===== src/rtl/sprite_pos_regs.sv =====
// Double-buffered sprite position registers behind an Avalon-MM slave; the shadow bank commits to
// the active bank on a vsync frame edge. Optional build macro SPRITE_READBACK_EN enables shadow/CTRL readback.
module sprite_pos_regs (
    input  logic        clk,
    input  logic        reset,
    input  logic        chipselect,
    input  logic        write,
    input  logic        read,
    input  logic [3:0]  address,
    input  logic [31:0] writedata,
    output logic [31:0] readdata,
    input  logic        vsync_n,
    output logic [39:0] sprite_x,
    output logic [39:0] sprite_y,
    output logic        irq
);

    localparam int unsigned NUM_SPRITES = 5;
    localparam int unsigned NUM_REGS    = 2 * NUM_SPRITES;
    localparam int unsigned POS_W       = 8;
    localparam int unsigned FC_W        = 16;

    localparam logic [3:0] ADDR_CTRL    = 4'd10;
    localparam logic [3:0] ADDR_STATUS  = 4'd11;
    localparam logic [3:0] ADDR_IRQ_CLR = 4'd12;

    // Index 2i = X, 2i+1 = Y for sprite i (dino, jump, duck, s_cac, godzilla).
    localparam logic [NUM_REGS-1:0][POS_W-1:0] RESET_POS = {
        8'd4,   8'd100,
        8'd100, 8'd244,
        8'd200, 8'd44,
        8'd150, 8'd200,
        8'd100, 8'd100
    };

    logic [NUM_REGS-1:0][POS_W-1:0] shadow_q;
    logic [NUM_REGS-1:0][POS_W-1:0] active_q;
    logic                           auto_en;
    logic                           commit_req;
    logic                           pending;
    logic [FC_W-1:0]                frame_count;
    logic                           vs_q;

    logic        wr_en;
    logic        rd_en;
    logic        frame_edge;
    logic        shadow_wr;
    logic        ctrl_wr;
    logic        irq_clr_wr;
    logic        commit_req_eff;
    logic        commit;
    logic [31:0] rdata_next;

    // Bus decode and commit decision; a CTRL COMMIT write counts at a coincident frame edge.
    always_comb begin
        wr_en          = chipselect & write;
        rd_en          = chipselect & read;
        frame_edge     = vs_q & ~vsync_n;
        shadow_wr      = wr_en & (address < ADDR_CTRL);
        ctrl_wr        = wr_en & (address == ADDR_CTRL);
        irq_clr_wr     = wr_en & (address == ADDR_IRQ_CLR);
        commit_req_eff = commit_req | (ctrl_wr & writedata[1]);
        commit         = frame_edge & pending & (auto_en | commit_req_eff);
    end

    // Read mux; returns zero whenever no read is in progress.
    always_comb begin
        rdata_next = '0;
        if (rd_en) begin
            if (address == ADDR_STATUS) begin
                rdata_next = {frame_count, 14'd0, irq, pending};
            end
`ifdef SPRITE_READBACK_EN
            else if (address == ADDR_CTRL) begin
                rdata_next = {31'd0, auto_en};
            end else if (address < ADDR_CTRL) begin
                rdata_next = 32'(shadow_q[address]);
            end
`endif
        end
    end

    always_ff @(posedge clk or negedge reset) begin
        if (!reset) begin
            shadow_q    <= RESET_POS;
            active_q    <= RESET_POS;
            auto_en     <= 1'b1;
            commit_req  <= 1'b0;
            pending     <= 1'b0;
            irq         <= 1'b0;
            frame_count <= '0;
            vs_q        <= 1'b1;
            readdata    <= '0;
        end else begin
            vs_q     <= vsync_n;
            readdata <= rdata_next;
            if (frame_edge) begin
                frame_count <= frame_count + 16'd1;
            end
            if (shadow_wr) begin
                shadow_q[address] <= writedata[POS_W-1:0];
            end
            // Active bank samples the pre-write shadow, so a same-cycle write stays pending.
            if (commit) begin
                active_q <= shadow_q;
            end
            if (ctrl_wr) begin
                auto_en <= writedata[0];
            end
            commit_req <= commit ? 1'b0 : commit_req_eff;
            pending    <= shadow_wr | (pending & ~commit);
            if (commit) begin
                irq <= 1'b1;
            end else if (irq_clr_wr) begin
                irq <= 1'b0;
            end
        end
    end

    for (genvar g = 0; g < NUM_SPRITES; g++) begin : g_pack
        assign sprite_x[g*POS_W +: POS_W] = active_q[2*g];
        assign sprite_y[g*POS_W +: POS_W] = active_q[2*g+1];
    end

endmodule


===== config.mk =====
export PLATFORM = sky130hd
export DESIGN_NAME = sprite_pos_regs
export DESIGN_NICKNAME = d
export VERILOG_FILES = /design/src/rtl/sprite_pos_regs.sv
export SDC_FILE = /design/constraint.sdc
export NUM_CORES = 1
export LEC_CHECK = 0
export CAP_MARGIN = 40
export CORE_MARGIN = 3
export CORE_UTILIZATION = 51
export DETAILED_ROUTE_END_ITERATION = 7
export GPL_TIMING_DRIVEN = 0
export HOLD_SLACK_MARGIN = 0.03
export PLACE_DENSITY = 0.79
export RECOVER_POWER = 25
export SYNTH_ARGS = -nofsm -noshare
export SYNTH_HDL_FRONTEND = slang
export SYNTH_SLANG_ARGS = --single-unit

===== constraint.sdc =====
create_clock -name clk -period 2.2 [get_ports clk]
set_input_delay 0.44 -clock clk [delete_from_list [all_inputs] [get_ports clk]]
set_output_delay 0.44 -clock clk [all_outputs]
set_load 0.02 [all_outputs]

==> qor.csv <==
stage;metric;value;unit
timing;Max-slew headroom;0.07737;
synth;Syn Inst Count;485;
power;pwr dens;1234;nW/um^2
timing;min Tclk post-route;2.119;ns
setup_path;worst r2r path cells;6;
timing;Hold Vio Cnt, Final;0;
timing;worst-margin pin slew;1.384;ns
setup_path;crit start category;primary input;
clock_network;CTS Root Cell;clkbuf_16;
finish;commonest non-fill, non-tap cell in the layout;mux2_2;
timing;period utilisation layout;0.9633;
clock_network;Clock Sink Count;199;
placed_design;dpl cell area;9165;sq um
detailed_routing;post-route ant nets;0;
synth;synthesized cell area;7745;sq um
outcome;status;complete, no violations;
placed_design;dpl hpwl;10540;um
worst_hold_path;Hold Path Class;primary input to asynchronous set/reset pin;
finish;layout cell share with drive strength beyond 1;0.4463;
grt;vias in the first global route;4708;
timing;Max Clock Freq;471.8;MHz
synth;commonest register cell after synthesis;dfrtp_1;
clock_network;CTS Buffer Depth;2;
setup_path;RR Endpoint;sprite_x[3];
clock_network;hold buffer count at cts;0;
timing;Setup violations, final;0;
synth;EDFF count, synth;0;
setup_path;Max FO, Critical Path;10;
placed_design;input/output buffers;110;
clock_network;H-tree levels;4;
finish;final layout net count;673;
setup_path;slowest cell delay on critical path;0.49;ns
grt;GRT Overall Usage;0.2006;
detailed_routing;Vias per Instance;5.195;
setup_path;Worst Setup Path Type;primary input to register;
timing;Clock Skews;0.008902;ns
synth;average cell area after synthesis;15.97;sq um
power;worst vdd ir;0.0008483;V
grt;global-route wire length before repair;25180;um
detailed_routing;via count;4296;
synth;register area share after synthesis;0.6533;
die;Core Box Area;14700;sq um
synth;cell taking the most area after synthesis;dfrtp_1;
flow_run;Max Cap Viol;0;
setup_path;worst path bufs/invs;3;
grt;total gr overflow;0;
power;total power;0.01207;W
timing;RSZ-0062 raised after global routing;false;
die;die height;129.2;um
die;I/O pin cnt;155;
setup_path;CP arrival;2.43;ns
finish;Area growth syn-to-layout;26.28;%
setup_path;crit-path leading delay family;buffers and inverters;
detailed_routing;final WL;15780;um
clock_network;TritonCTS clock tree;built;
finish;ANT cells;0;
clock_network;CTS buffer count;17;
setup_path;R2R Path Start;vs_q;
power;P_leak;4.409;nW
timing;Max Slew Vio Count;0;
detailed_routing;Initial DRT Pass Iterations;4;
clock_network;Clk pin slew, worst setup/hold paths;0.07;ns
detailed_routing;WL per Instance;19.09;um
setup_path;CP Cell Sequence;clkdlybuf4s50_1, and4b_1, and3_4, o311ai_4, buf_12, buf_6, mux2_2;
synth;synth top area cells;dfrtp_1, mux2_2, dfstp_2, mux2_4, and2_1;
finish;Final Instance Area;9781;sq um
synth;Ys Warns;0;
detailed_routing;Remaining DRCs;0;
setup_path;Setup crit end kind;register;
setup_path;Reg2Reg Setup Slack;0.23;ns
clock_network;Clock Latency Late Sink;0.42;ns
setup_path;Req. time, crit path;2.51;ns
synth;Yosys top cell area share;0.4362;
detailed_routing;initial detailed-routing violation count;234;
synth;flop and latch count out of synthesis;199;
die;DIE AREA;16700;sq um
finish;commonest non-fill, non-tap cells in the layout;mux2_2, dfrtp_1, clkdlybuf4s50_1, dfstp_2;
die;starting density of the core;0.5269;
synth;Distinct cells, synth;32;
die;num rows;44;
grt;initial antenna violation count;0;
synth;asr flop ratio synth;1.000;
die;die width;129.2;um
placed_design;routability cong.;0.8043;
grt;largest net degree at the start of global routing;104;
setup_path;slowest stage cell, crit path;clkdlybuf4s50_1;
cell usage after synthesis, types with 2 or more instances:
master	n
xor2_1	5
mux2_2	154
nand2b_1	4
nand4b_1	3
buf_4	14
nor2b_1	2
nand4_1	3
and3_1	4
and2_1	17
xnor2_1	10
buf_6	8
nor2_1	8
mux2_4	8
nand3_1	5
o21ai_0	2
nand2_1	12
nor3_1	4
clkbuf_1	6
dfstp_2	64
buf_1	6
dfrtp_1	135
final cells by class:
type	count	area [sq um]
clock buffers	24	511.7
multi-input cells	264	2490
clock inverters	8	86.33
repair buffers	113	1159
inverters	1	3.754
fillers	971	4918
well taps	184	230.2
flip-flops and latches	199	5060
plain buffers	34	240.2
layer usage:
layer	GRT usage	routed length, um	vias to the layer above
met3	0.05523	780	19
met5	0	0	-
met4	0.07844	272	0
met2	0.3280	7948	113
met1	0.2564	6781	2228
li1	-	-	1936
cells by family (layout without fill, tap and decap cells):
group           after synthesis  count (layout)  synth area share
compound gates                5               5          0.007109
buf+inv                      35             180           0.03150
xor+xnor                     15              15           0.01696
simple gates                 67              67           0.04960
fa+ha+maj                     1               1          0.001615
flops                       199             199            0.6533
other cells                   1              14         0.0004842
mux                         162             162            0.2394
worst max path at each step:
| stage | startpoint | endpoint | slack, ns | depth (start not counted) |
|---|---|---|---|---|
| after floorplan | address[1] | sprite_x[10] | 0.23 | 5 |
| after global placement | reset | shadow_q[42] | -6.71 | 1 |
| after detailed placement | chipselect | sprite_y[33] | -0.70 | 6 |
| after CTS | chipselect | sprite_y[33] | 0.07 | 7 |
| after global routing | address[1] | sprite_x[16] | 0.02 | 7 |
| final | address[1] | sprite_x[33] | 0.08 | 7 |
per-stage QoR:
| stage | cells | hold WS [ns] | util | worst slack [ns] | setup TNS [ns] |
|---|---|---|---|---|---|
| CTS | 827 | 0.07921 | 0.6656 | 0.06505 | 0 |
| detailed placement | 794 | 0.4719 | 0.6235 | -0.6955 | -67.72 |
| finish | 827 | 0.3769 | 0.6654 | 0.08064 | 0 |
| global placement | 792 | 0.4544 | 0.6208 | -6.713 | -1249.13 |
| global route | 827 | 0.4679 | 0.6654 | 0.01919 | 0 |
| floorplan | 498 | 0.1444 | - | 0.2324 | 0 |
sequential cells by signal (all words and copies together) (netlist names):
register and flops:
shadow_q 80, sprite_x 40, sprite_y 40, readdata 18
frame_count 16, auto_en 1, commit_req 1, irq 1
pending 1, vs_q 1
what timing repair did:
| action | 4_1_cts | 5_1_grt |
|---|---|---|
| setup endpoints to repair | 82 | 44 |
| resized for setup | 0 | 2 |
| buffers inserted | 1 | 0 |
| pin swaps | 1 | 0 |
power breakdown:
group	switching (W)	internal (W)	leakage, nW
Sequential	0.000607	0.00490	2.44
Combinational	0.00159	0.00191	1.69
Clock	0.00131	0.00175	0.282
Total	0.00351	0.00856	4.41
No activity file was read; power rests on OpenSTA's default activity.
